===== src/rtl/vga_pixel_pipeline.sv =====
// Two-stage VGA colour pipeline: palette/mono/bar/black colour generation
// with blink, plus hsync/vsync delayed to stay aligned with RGB and blank_n.
module vga_pixel_pipeline #(
  parameter int H_ACTIVE  = 640,
  parameter int V_ACTIVE  = 480,
  parameter int COLOR_W   = 8,
  parameter int IDX_W     = 2,
  parameter int BLINK_IDX = 1,
  parameter int BLINK_FRM = 30
) (
  input  logic                 clk,
  input  logic                 rst_n,
  input  logic                 pix_en,
  input  logic [9:0]           x,
  input  logic [9:0]           y,
  input  logic [IDX_W-1:0]     pix_idx,
  input  logic                 hs_in,
  input  logic                 vs_in,
  input  logic [1:0]           mode,
  input  logic                 blink_en,
  input  logic                 pal_we,
  input  logic [IDX_W-1:0]     pal_addr,
  input  logic [3*COLOR_W-1:0] pal_data,
  output logic                 blank_n,
  output logic                 hs_o,
  output logic                 vs_o,
  output logic [COLOR_W-1:0]   R,
  output logic [COLOR_W-1:0]   G,
  output logic [COLOR_W-1:0]   B
);

  localparam int PAL_D = 2**IDX_W;
  localparam int BAR_W = H_ACTIVE / 8;
  localparam int RGB_W = 3*COLOR_W;

  logic [RGB_W-1:0] pal [PAL_D];
  logic [15:0]      frm_cnt;
  logic             blink_phase;

  logic             act1, hs1, vs1;
  logic [9:0]       x1;
  logic [IDX_W-1:0] idx1;
  logic [1:0]       mode1;
  logic [RGB_W-1:0] pal1;

  logic [IDX_W-1:0] eff;
  logic             active;
  logic [2:0]       bar;
  logic [RGB_W-1:0] col;

  // Palette storage; written on any clk, regardless of pix_en.
  always_ff @(posedge clk or negedge rst_n) begin
    if (!rst_n) begin
      for (int i = 0; i < PAL_D; i++) pal[i] <= (i == 0) ? '0 : '1;
    end else if (pal_we) begin
      pal[pal_addr] <= pal_data;
    end
  end

  // Frame counter and blink phase, advanced at the first pixel of each frame.
  always_ff @(posedge clk or negedge rst_n) begin
    if (!rst_n) begin
      frm_cnt     <= '0;
      blink_phase <= 1'b1;
    end else if (pix_en && x == 10'd0 && y == 10'd0) begin
      if (frm_cnt == 16'(BLINK_FRM - 1)) begin
        frm_cnt     <= '0;
        blink_phase <= ~blink_phase;
      end else begin
        frm_cnt <= frm_cnt + 16'd1;
      end
    end
  end

  // Blink substitution and visible-area decode ahead of stage 1.
  always_comb begin
    eff    = pix_idx;
    active = (int'(x) < H_ACTIVE) && (int'(y) < V_ACTIVE);
    if (blink_en && !blink_phase && pix_idx == IDX_W'(BLINK_IDX)) eff = '0;
  end

  // Stage 1: capture pixel context; the palette is read here so a write in the
  // same clk still returns the old entry.
  always_ff @(posedge clk or negedge rst_n) begin
    if (!rst_n) begin
      act1  <= 1'b0;
      hs1   <= 1'b1;
      vs1   <= 1'b1;
      x1    <= '0;
      idx1  <= '0;
      mode1 <= '0;
      pal1  <= '0;
    end else if (pix_en) begin
      act1  <= active;
      hs1   <= hs_in;
      vs1   <= vs_in;
      x1    <= x;
      idx1  <= pix_idx;
      mode1 <= mode;
      pal1  <= pal[eff];
    end
  end

  // Colour-bar index from threshold comparators and per-mode colour select.
  always_comb begin
    bar = '0;
    col = '0;
    for (int k = 1; k < 8; k++) begin
      if (int'(x1) >= k * BAR_W) bar = bar + 3'd1;
    end
    case (mode1)
      2'd0:    col = (idx1 != '0) ? '1 : '0;
      2'd1:    col = pal1;
      2'd2:    col = {{COLOR_W{bar[2]}}, {COLOR_W{bar[1]}}, {COLOR_W{bar[0]}}};
      default: col = '0;
    endcase
    if (!act1) col = '0;
  end

  // Stage 2: output registers.
  always_ff @(posedge clk or negedge rst_n) begin
    if (!rst_n) begin
      blank_n <= 1'b0;
      hs_o    <= 1'b1;
      vs_o    <= 1'b1;
      R       <= '0;
      G       <= '0;
      B       <= '0;
    end else if (pix_en) begin
      blank_n <= act1;
      hs_o    <= hs1;
      vs_o    <= vs1;
      {R, G, B} <= col;
    end
  end

endmodule


===== config.mk =====
export PLATFORM = sky130hd
export DESIGN_NAME = vga_pixel_pipeline
export DESIGN_NICKNAME = d
export VERILOG_FILES = /design/src/rtl/vga_pixel_pipeline.sv
export SDC_FILE = /design/constraint.sdc
export NUM_CORES = 1
export LEC_CHECK = 0
export CAP_MARGIN = 40
export CORE_MARGIN = 5
export CORE_UTILIZATION = 35
export DETAILED_ROUTE_END_ITERATION = 16
export PLACE_DENSITY = 0.56
export SLEW_MARGIN = 20
export SYNTH_ARGS = -nofsm -noshare
export SYNTH_HDL_FRONTEND = slang
export SYNTH_SLANG_ARGS = --single-unit

===== constraint.sdc =====
create_clock -name clk -period 5.3 [get_ports clk]
set_clock_uncertainty 0.15 [all_clocks]
set_input_delay 0.53 -clock clk [delete_from_list [all_inputs] [get_ports clk]]
set_output_delay 0.53 -clock clk [all_outputs]
set_load 0.05 [all_outputs]

Word-level counts from Yosys, hierarchy flattened
Cells that the tools add are included.

Register bits: 181. Latch bits: 0. Memory bits (writable): 0. Memory bits (read-only): 0. Input bits: 57. Memories: 0.

$add $sub $neg: 7. Multiply operators: 0. Div/mod/pow operators: 0. $lt $le $gt $ge: 12. Equal/unequal tests: 4. Shift operators: 0. Muxes and demuxes: 18. Bitwise logic cells: 3. Reduce and logical (&&, ||, !) cells: 12.

Operators with widths (count): two-way mux 24 bit (5); bitwise mux 96 bit (1); case mux 24 bit (3 select lines) (1); binary-select mux 24 bit (select 2 bit) (1); demux 24 bit (select 2 bit) (1); greater-or-equal comparator 10 x 9 -> 1 bit, second input constant (3); greater-or-equal comparator 10 x 8 -> 1 bit, second input constant (2); logical NOT 10 bit (2); adder 3 x 1 -> 3 bit, second input constant (6); two-way mux 3 bit (6); adder 16 x 1 -> 16 bit, second input constant (1); equality test 16 x 5 -> 1 bit, second input constant (1); two-way mux 16 bit (1); greater-or-equal comparator 10 bit, second input constant (1); greater-or-equal comparator 10 x 7 -> 1 bit, second input constant (1); < comparator 10 bit, second input constant (1); < comparator 10 x 9 -> 1 bit, second input constant (1); greater-or-equal comparator 3 bit, second input constant (2); logical AND 1 bit (6); inverter 2 -> 3 bit (2); equality test 2 x 1 -> 1 bit, second input constant (2); < comparator 3 x 1 -> 1 bit, second input constant (1); equality test 2 bit, second input constant (1); logical NOT 2 bit (1); other kinds (6) (6).

Logic depth before layout (Yosys ltp)
Gate-level depths: netlist of run 1.

Word-level depth: 16. Depth in mapped cells: 19. Gate-level depth less buffers: 18.

Worst setup path after synthesis of run 1
Ideal clock, no wire load.

Kind: register to register. From: register x1[8]. To: register R[0]. Library setup time: 0.139 ns. Arrival time: 3.954 ns. Data required time: 5.011 ns. Setup slack: 1.056 ns. Cell stages (with the launch flop): 18. Period minus slack after synthesis: 4.244 ns. Cells stage by stage: dfrtp_1 -> clkbuf_8 -> nor2_1 -> and3b_1 -> ha_1 -> or4b_1 -> o32a_2 -> nand2_4 -> ha_1 -> xnor2_2 -> o2111ai_4 -> inv_1 -> ha_1 -> nand3_1 -> xnor2_1 -> xnor2_1 -> mux2i_2 -> a21oi_1.

Word-level cells in the longest chain between the ends: 16. Elaborated cells on any way between the ends: 22. Classes of those cells: add/sub: 6; order compare: 7; mux: 9.

Ends and longest elaborated chain: start: declaration (line 41) `logic [9:0] x1;`; start signal: assignment (line 89) `x1 <= '0;`; start signal: assignment (line 97) `x1 <= x;`; greater-or-equal comparator 10 x 7 -> 1 bit (line 109) `if (int'(x1) >= k * BAR_W) bar = bar + 3'd1;`; two-way mux 1 bit (line 109); adder 3 x 1 -> 3 bit (line 109); two-way mux 3 bit (line 109); adder 3 x 1 -> 3 bit (line 109); two-way mux 3 bit (line 109); adder 3 x 1 -> 3 bit (line 109); two-way mux 3 bit (line 109); adder 3 x 1 -> 3 bit (line 109); two-way mux 3 bit (line 109); adder 3 x 1 -> 3 bit (line 109); two-way mux 3 bit (line 109); adder 3 x 1 -> 3 bit (line 109); two-way mux 3 bit * (line 109); case mux 24 bit (3 select lines) * (line 111) `case (mode1)`; two-way mux 24 bit * (line 117) `if (!act1) col = '0;`; end signal: assignment (line 133) `{R, G, B} <= col;`; end: declaration (line 27) `output logic [COLOR_W-1:0] R,`.

Every way passes the cells marked *; elsewhere a longest branch is shown, timed or not. A chain may end at the register's enable or synchronous reset.

Worst setup path after layout of run 1
Ends and elaborated chain as after synthesis.

==> results of run 1 <==
==> final cells by class <==
cell class,count,area [µm²],area share
clock inverters,15,124,0.0120
clock buffers,17,425,0.0411
flip-flops and latches,177,4530,0.438
inverters,41,154,0.0149
well taps,324,405,0.0392
multi-input cells,459,3710,0.359
repair buffers,99,995,0.0962
==> per-stage QoR <==
step	util	area, µm²
after floorplan	-	8640
after global routing	0.425	10300
after detailed placement	0.402	9780
final	0.425	10300
after CTS	0.425	10300
after global placement	0.399	9700
==> registers in the layout (all words and copies together) (netlist names) <==
signal / count
pal: 96
pal1: 24
frm_cnt: 16
B: 8
G: 8
R: 8
x1: 6
idx1: 2
mode1: 2
act1: 1
blank_n: 1
blink_phase: 1
hs1: 1
hs_o: 1
vs1: 1
vs_o: 1
==> path summary, 6_finish.rpt <==
check	from	end	slack, ns	cells after the start
min reg2reg	frm_cnt[15]	frm_cnt[15]	0.35	1
max reg2reg	x1[8]	R[0]	0.58	16
max in group asynchronous	rst_n	x1[6]	3.38	4
min	pix_en	act1	0.19	2
min in group asynchronous	rst_n	pal1[6]	0.36	2
max	x1[8]	R[0]	0.58	16
==> cell families (layout without fill, tap and decap cells) <==
group                      Yosys count  in the layout  share of synthesized area
DFF                                177            177                      0.524
and+or+nand+nor                    135            135                     0.0837
adders and majority gates            9              9                     0.0130
buffers and inverters               82            172                     0.0479
muxes                              160            160                      0.206
AOI/OAI and AO/OA                  135            135                      0.105
xor gates and xnor gates            20             20                     0.0211
==> layer usage <==
metal | up-vias | wire, µm | part of all wire | global-route usage
met3 | 15 | 711 | 0.039 | 0.0337
li1 | 2722 | - | - | -
met2 | 92 | 8540 | 0.46 | 0.218
met4 | 4 | 162 | 0.0088 | 0.0346
met5 | - | 23 | 0.0012 | 0
met1 | 2774 | 9010 | 0.49 | 0.186
==> cells in the final DEF, fill, tap and decap left out, types with 21 or more instances in the layout <==
master / instances
mux2_2: 134
dfrtp_1: 100
clkdlybuf4s50_1: 80
dfstp_2: 77
inv_1: 41
nand2_1: 39
o21ai_0: 36
a21oi_1: 28
o211ai_1: 27
mux2i_1: 24
nor2_1: 21
==> critical path: stages, from the launching register on <==
cell and delay (ns):
dfrtp_1 0.49, nor2_1 0.36, and3b_1 0.27, ha_1 0.32, or4b_1 0.57, o32a_2 0.25
nand2_4 0.11, ha_1 0.26, xnor2_2 0.16, o2111ai_4 0.32, inv_1 0.08, ha_1 0.20
nand3_1 0.09, xnor2_1 0.13, xnor2_1 0.17, mux2i_2 0.51, a21oi_1 0.14
==> repair_timing <==
action | 4_1_cts | 5_1_grt
hold buffers | 1 | 0
hold endpoints to repair | 14 | 0
setup buffers | 0 | 0
==> power by group through the flow <==
stage / registers, mW / logic, mW / clock network (mW)
floorplan: 1.80 / 0.504 / 0
global placement: 1.76 / 0.758 / 0
detailed placement: 1.77 / 0.771 / 0
CTS: 1.74 / 0.775 / 1.22
global route: 1.77 / 0.848 / 1.27
finish: 1.74 / 0.763 / 1.18
==> flow_metrics.py, run 1 <==
metrics = {
    "power_and_ir_drop": {
        "p_leak_nw": 4.22,
        "power_density_nw_per_um2": 356,
        "intPower_mw": 2.62,
        "totalPowerFinal_mw": 3.68,
        "p_seq_frac": 0.473,
        "peakVddDrop_v": 0.000177,
        "switching_share": 0.289,
        "p_comb_frac": 0.207,
        "power_frac_clock": 0.320,
        "switching_power_mw": 1.06,
    },
    "die": {
        "initial_core_util": 0.355,
        "core-area_um2": 24300,
        "fp.dieW_um": 167,
        "ios": 84,
        "rows": 57,
        "fp.dieH_um": 167,
        "dieArea_um2": 27900,
    },
    "placement": {
        "place_ws_ns": 0.575,
        "gp_congestion": 0.789,
        "io_buffers": 83,
        "dp.cells": 1099,
        "dpl.hpwl_um": 12400,
    },
    "clocking": {
        "cts_resized": 0,
        "cts_tree": "yes",
        "clock_path_buffers": 2,
        "clk_pin_slew_ns": 0.07,
        "clock_sinks": 177,
        "cts_inserted_buffers": 17,
        "clock_latency_ns": 0.43,
        "htreeDepth": 4,
        "cts-root-buf": "clkbuf_16",
    },
    "worst_setup_path": {
        "cp.required_ns": 5.44,
        "cp-end-kind": "register",
        "critPathMaxFanout": 11,
        "start_kind": "register",
        "arrival_ns": 4.85,
        "crit_type": "reg2reg",
    },
    "job": {
        "maxCapViolations": 0,
    },
    "synthesis": {
        "synth_most_common_cell": "mux2_2",
        "synthCells": 718,
        "synth_commonest_cells": "134 x mux2_2, 100 x dfrtp_1, 77 x dfstp_2, 41 x inv_1, 39 x nand2_1",
        "synth_edf_count": 0,
        "yosysSeqAreaShare": 0.524,
        "synthesis.nets": 784,
        "synth_top_flop_cell": "dfrtp_1",
        "async_flop_share": 1.00,
        "synth_area_leader_cell": "dfrtp_1",
        "synth.avg_cell_area_um2": 12.0,
        "yosys_warnings": 0,
        "synth_area_leaders": "dfrtp_1 29%, dfstp_2 23%, mux2_2 17%, mux2i_1 2.8%, o211ai_1 2.3%",
        "syn_area_um2": 8640,
        "synth_top_cell_area_share": 0.289,
        "synth-seq-cells": 177,
        "yosys.cell_types.count": 61,
    },
    "sta": {
        "timing.hold.ws_ns": 0.192,
        "worst_pin_slew_ns": 0.707,
        "clock.fmax_ghz": 0.212,
        "post-route-min-period_ns": 4.72,
        "slew_headroom": 0.528,
        "finalMaxSlewViolations": 0,
        "finalWorstSetupSlack_ns": 0.583,
        "hold_violations": 0,
        "period_share": 0.890,
        "rsz0062_at_grt": "false",
        "finalSetupViolCount": 0,
        "timing.setup.tns_ns": 0,
    },
    "route": {
        "ant_nets": 0,
        "dr.pass1.iters": 4,
        "vias_per_cell": 4.95,
        "wl_um": 18500,
        "vias": 5607,
        "drtIter0Drc": 314,
        "drc_errors": 0,
        "wire_per_inst_um": 16.3,
    },
    "status": {
        "status": "completed",
    },
    "global_routing": {
        "grt_pass1_wl_um": 31000,
        "grt_pass1_vias": 5840,
        "overflow": 0,
        "grt_max_degree": 80,
        "antenna_found_initial": 2,
        "grt_usage": 0.136,
    },
    "hold_path": {
        "hold_path.class": "in2reg",
    },
    "finish": {
        "fin_cells": 1132,
        "antenna_cells": 0,
        "finalNetCount": 861,
        "syn2layout_area_growth_pct": 19.7,
        "fill_cells": 2282,
        "drive_above_1_share": 0.351,
    },
}
(Power assumes the default switching activity.)
==> run 2, diff against run 1 <==
==> constraint.sdc (replaced) <==
create_clock -name clk -period 5 [get_ports clk]
set_clock_uncertainty 0.15 [all_clocks]
set_input_delay 0.5 -clock clk [delete_from_list [all_inputs] [get_ports clk]]
set_output_delay 0.5 -clock clk [all_outputs]
set_load 0.05 [all_outputs]
==> run 2 against run 1 <==
Against the previous run:
- combinational power up 6.4%
- total power up 10%
- critical path depth unchanged
- die area unchanged
- largest power group unchanged
- highest routed layer is now met4
==> flow_metrics.py, run 2 (synthesized netlist as in run 1, its figures left out) <==
metrics = {
    "sta": {
        "finalMaxSlewViolations": 0,
        "hold_violations": 0,
        "period_share": 0.911,
        "finalSetupViolCount": 0,
        "post-route-min-period_ns": 4.55,
        "worst_pin_slew_ns": 0.729,
        "timing.setup.tns_ns": 0,
        "slew_headroom": 0.513,
        "timing.hold.ws_ns": 0.155,
        "rsz0062_at_grt": "false",
        "clock.fmax_ghz": 0.220,
        "finalWorstSetupSlack_ns": 0.445,
    },
    "global_routing": {
        "grt_pass1_wl_um": 31000,
        "grt_max_degree": 71,
        "overflow": 0,
        "grt_usage": 0.137,
        "grt_pass1_vias": 5775,
        "grtUsageMet1": 0.190,
        "busiest_layer": "met2",
        "gr-usage-met2": 0.217,
        "antenna_found_initial": 0,
        "met3_usage": 0.0283,
    },
    "route": {
        "ant_nets": 0,
        "wl_um": 18800,
        "vias_per_cell": 4.98,
        "drtIter0Drc": 246,
        "wire_per_inst_um": 16.6,
        "drc_errors": 0,
        "vias": 5635,
        "dr.pass1.iters": 4,
    },
    "finish": {
        "syn2layout_area_growth_pct": 20.3,
        "finalNetCount": 861,
        "largest_reg_flops": 96,
        "final_common_cell": "mux2_2",
        "fill_cells": 2326,
        "mostFrequentLayoutCells": "134 x mux2_2, 100 x dfrtp_1, 80 x clkdlybuf4s50_1, 77 x dfstp_2, 41 x inv_1",
        "drive_above_1_share": 0.351,
        "regArea_um2": 4530,
        "multiInputGateArea_um2": 3710,
        "antenna_cells": 0,
        "largest-register": "pal",
        "top_regs": "pal: 96 flops, pal1: 24 flops, frm_cnt: 16 flops",
    },
    "die": {
        "rows": 57,
        "fp.dieH_um": 167,
        "dieArea_um2": 27900,
        "fp.dieW_um": 167,
        "ios": 84,
        "initial_core_util": 0.355,
        "core-area_um2": 24300,
    },
    "power_and_ir_drop": {
        "totalPowerFinal_mw": 4.06,
        "peakVddDrop_v": 0.000226,
        "p_leak_nw": 4.25,
        "power_density_nw_per_um2": 390,
    },
    "clocking": {
        "clock_latency_ns": 0.43,
        "clk_pin_slew_ns": 0.07,
        "cts_inserted_buffers": 17,
        "cts_tree": "yes",
        "cts-root-buf": "clkbuf_16",
        "htreeDepth": 4,
        "clock_sinks": 177,
        "clock_path_buffers": 2,
    },
    "worst_setup_path": {
        "critical-path-max-stage-delay_ns": 0.59,
        "critPathMaxFanout": 9,
        "path_common_cell": "ha_1",
        "cp.required_ns": 5.13,
        "crit_type": "reg2reg",
        "cp-end-kind": "register",
        "setup.worst_path.start": "x1[8]",
        "r2r_start": "x1[8]",
        "worstPathCellList": "nor2_1, and3b_1, ha_1, or4b_1, o32a_2, nand2_4, ha_1, xnor2_2, o2111ai_4, inv_1, ha_1, nand3_1, xnor2_1, xnor2_1, mux2i_2, a21oi_1",
        "arrival_ns": 4.69,
        "r2r_slack_ns": 0.45,
        "critPathSlowestCell": "or4b_1",
        "rr_endpoint": "R[1]",
        "reg2regPathDepth": 16,
        "start_kind": "register",
        "critPathCapture": "R[1]",
    },
    "placement": {
        "io_buffers": 83,
        "dpl.hpwl_um": 12400,
        "place_ws_ns": 0.444,
        "gp_congestion": 0.780,
    },
    "hold_path": {
        "hold_path.class": "in2reg",
    },
    "job": {
        "maxCapViolations": 0,
    },
    "status": {
        "status": "completed",
    },
}
==> run 2: timing repair <==
item / CTS / global route
hold buffers: 1 / 0
gates resized for setup: 0 / 0
buffers inserted: 0 / 0
endpoints found under the hold margin: 44 / 0
==> run 2: worst max-delay path: cells and delay by family, from the launching register on <==
family / cells / cell delay, ns
xor gates and xnor gates: 3 / 0.46
and+or+nand+nor: 5 / 1.38
DFF: 1 / 0.38
buffers and inverters: 1 / 0.08
AOI/OAI and AO/OA: 3 / 0.69
adders and majority gates: 3 / 0.78
muxes: 1 / 0.48
==> run 2: layout make-up <==
cell class              count  area share
inverters                  41      0.0148
clock buffers              18      0.0422
flip-flops and latches    177       0.435
clock inverters            14      0.0180
multi-input cells         459       0.357
repair buffers             99      0.0937
well taps                 324      0.0390
==> run 2: where the power goes <==
part           total, mW  switching (mW)  leakage [nW]  internal, mW
Sequential          1.84           0.116          2.07          1.73
Combinational      0.812           0.415          1.87         0.398
Clock               1.40           0.622         0.310         0.781
Total               4.06            1.15          4.25          2.91
==> run 2: worst min path at each step <==
stage,start,to,slack [ns],cells after the start
after floorplan,rst_n,B[0],0.05,0
after global placement,frm_cnt[15],frm_cnt[15],0.33,1
after detailed placement,frm_cnt[15],frm_cnt[15],0.33,1
after CTS,pix_en,act1,0.14,2
after global routing,pix_en,act1,0.15,2
final,pix_en,act1,0.15,2
==> run 2: routing by layer <==
layer / up-vias / part of all wire
met5: - / 0
met3: 14 / 0.035
met2: 86 / 0.46
met4: 0 / 0.011
li1: 2741 / -
met1: 2794 / 0.50
==> run 2: metrics by stage <==
stage / instances / area [µm²] / util
after floorplan: 718 / 8640 / -
after global placement: 1096 / 9710 / 0.399
after detailed placement: 1099 / 9760 / 0.402
after CTS: 1132 / 10400 / 0.428
after global routing: 1132 / 10400 / 0.428
final: 1132 / 10400 / 0.428
==> run 3, diff against run 2 <==
--- a/config.mk
+++ b/config.mk
@@ -6,10 +6,9 @@
 export NUM_CORES = 1
 export LEC_CHECK = 0
 export CAP_MARGIN = 40
-export CORE_MARGIN = 5
 export CORE_UTILIZATION = 35
 export DETAILED_ROUTE_END_ITERATION = 16
-export PLACE_DENSITY = 0.56
+export PLACE_DENSITY_LB_ADDON = 0.05
 export SLEW_MARGIN = 20
 export SYNTH_ARGS = -nofsm -noshare
 export SYNTH_HDL_FRONTEND = slang
==> run 3 against run 2 <==
Against the previous run:
- total power is 1.7% higher
- register-to-register slack worse by 0.11 ns
- first-iteration DRC count is 26% lower
- critical path type unchanged
- critical endpoint is now R[4]
==> flow_metrics.py, run 3 (synthesized netlist as in run 1, its figures left out) <==
metrics = {
    "worst_setup_path": {
        "r2r_slack_ns": 0.33,
        "crit_type": "reg2reg",
        "r2r_start": "x1[8]",
        "start_kind": "register",
        "cp.required_ns": 5.15,
        "critPathMaxFanout": 11,
        "reg2regPathDepth": 16,
        "cp-end-kind": "register",
        "arrival_ns": 4.82,
        "rr_endpoint": "R[4]",
    },
    "global_routing": {
        "grt_pass1_wl_um": 33400,
        "busiest_layer": "met2",
        "overflow": 0,
        "grt_max_degree": 89,
        "gr-usage-met2": 0.276,
        "met3_usage": 0.0344,
        "grt_usage": 0.168,
        "grt_pass1_vias": 6143,
        "antenna_found_initial": 0,
        "grtUsageMet1": 0.226,
    },
    "route": {
        "wire_per_inst_um": 17.6,
        "ant_nets": 0,
        "vias_per_cell": 5.07,
        "vias": 5737,
        "wl_um": 19900,
        "dr.pass1.iters": 5,
        "drc_errors": 0,
        "drtIter0Drc": 181,
    },
    "hold_path": {
        "hold_path.class": "in2reg",
        "min_to": "blank_n",
        "worstHoldStart": "pix_en",
        "hold_path_depth": 3,
    },
    "die": {
        "dieArea_um2": 25300,
        "initial_core_util": 0.357,
        "fp.dieH_um": 159,
        "fp.dieW_um": 159,
        "rows": 57,
        "ios": 84,
        "core-area_um2": 24200,
    },
    "sta": {
        "hold_violations": 0,
        "finalSetupViolCount": 0,
        "finalWorstSetupSlack_ns": 0.334,
        "clock.fmax_ghz": 0.214,
        "slew_headroom": 0.508,
        "period_share": 0.933,
        "timing.setup.tns_ns": 0,
        "rsz0062_at_grt": "false",
        "post-route-min-period_ns": 4.67,
        "worst_pin_slew_ns": 0.733,
        "finalMaxSlewViolations": 0,
    },
    "clocking": {
        "clock_path_buffers": 2,
        "cts-root-buf": "clkbuf_16",
        "cts_inserted_buffers": 17,
        "clock_sinks": 177,
        "htreeDepth": 4,
        "clock_latency_ns": 0.43,
        "cts_tree": "yes",
        "clk_pin_slew_ns": 0.07,
    },
    "placement": {
        "dpl.hpwl_um": 13100,
        "gp_congestion": 0.805,
        "io_buffers": 83,
        "place_ws_ns": 0.249,
        "dpl_cell_area_um2": 9770,
    },
    "power_and_ir_drop": {
        "peakVddDrop_v": 0.000171,
        "p_leak_nw": 4.26,
        "totalPowerFinal_mw": 4.13,
        "power_density_nw_per_um2": 395,
    },
    "finish": {
        "largest_reg_flops": 96,
        "largest-register": "pal",
        "syn2layout_area_growth_pct": 20.9,
        "top_regs": "pal: 96 flops, pal1: 24 flops, frm_cnt: 16 flops",
        "post-route-util": 0.431,
        "mostFrequentLayoutCells": "134 x mux2_2, 100 x dfrtp_1, 81 x clkdlybuf4s50_1, 77 x dfstp_2, 41 x inv_1",
        "antenna_cells": 0,
        "final_common_cell": "mux2_2",
        "finalNetCount": 861,
        "drive_above_1_share": 0.347,
        "final_cell_area_um2": 10500,
    },
    "status": {
        "status": "completed",
    },
    "job": {
        "maxCapViolations": 0,
    },
}
-- run 3: cell types whose count changed in the layout (fill, tap and decap cells not counted), sizes merged --
| cell | change |
|---|---|
| buf | -1 |
| bufinv | +2 |
| clkbuf | +2 |
| clkdlybuf4s50 | +1 |
| clkinv | -2 |
| clkinvlp | +1 |
| inv | -3 |
-- run 3: worst max path at each step --
stage	start	to	slack, ns	cells after the start
after floorplan	x1[8]	R[0]	0.76	17
after global placement	x1[8]	R[5]	0.41	16
after detailed placement	x1[8]	R[4]	0.25	16
after CTS	x1[8]	R[4]	0.22	16
after global routing	x1[8]	R[4]	0.004	16
final	x1[8]	R[4]	0.33	16
-- run 3: area by class of cell --
class,count,area (µm²)
Fill cell,2305,13800
Sequential cell,177,4530
Multi-Input combinational cell,459,3720
Timing Repair Buffer,99,1010
Clock buffer,20,437
Tap cell,324,405
Clock inverter,12,201
Inverter,41,154
-- run 3: stage by stage --
step                      hold slack, ns  std cells
after floorplan                   0.0544        718
after global placement             0.318       1095
after detailed placement           0.314       1098
after CTS                         0.0156       1130
after global routing               0.339       1132
final                              0.317       1132
-- run 3: power by group --
group	internal (mW)	switching [mW]
combinational	0.404	0.424
clock	0.855	0.593
sequential	1.73	0.123
total	2.99	1.14
-- run 3: routing by layer --
layer,vias to the layer above,share of wire
met2,97,0.48
met3,11,0.040
met5,-,0
met1,2907,0.47
met4,0,0.0099
li1,2722,-
-- run 3: what timing repair did --
item                       in CTS  in global routing
setup buffers                   0                  0
hold endpoints to repair        0                 19
setup endpoints to repair       0                  8
resized for setup               0                  1
hold buffers                    0                  1
-- run 3: worst max-delay path, stage by stage, from the launching register on --
cell and delay [ns]:
dfrtp_1 0.49, nor2_1 0.36, and3b_1 0.27, ha_1 0.33
or4b_1 0.57, o32a_2 0.25, nand2_4 0.11, ha_1 0.26
xnor2_2 0.16, o2111ai_4 0.31, inv_1 0.08, ha_1 0.20
nand3_1 0.09, xnor2_1 0.08, xnor2_1 0.28, mux2i_4 0.41
a21oi_1 0.12
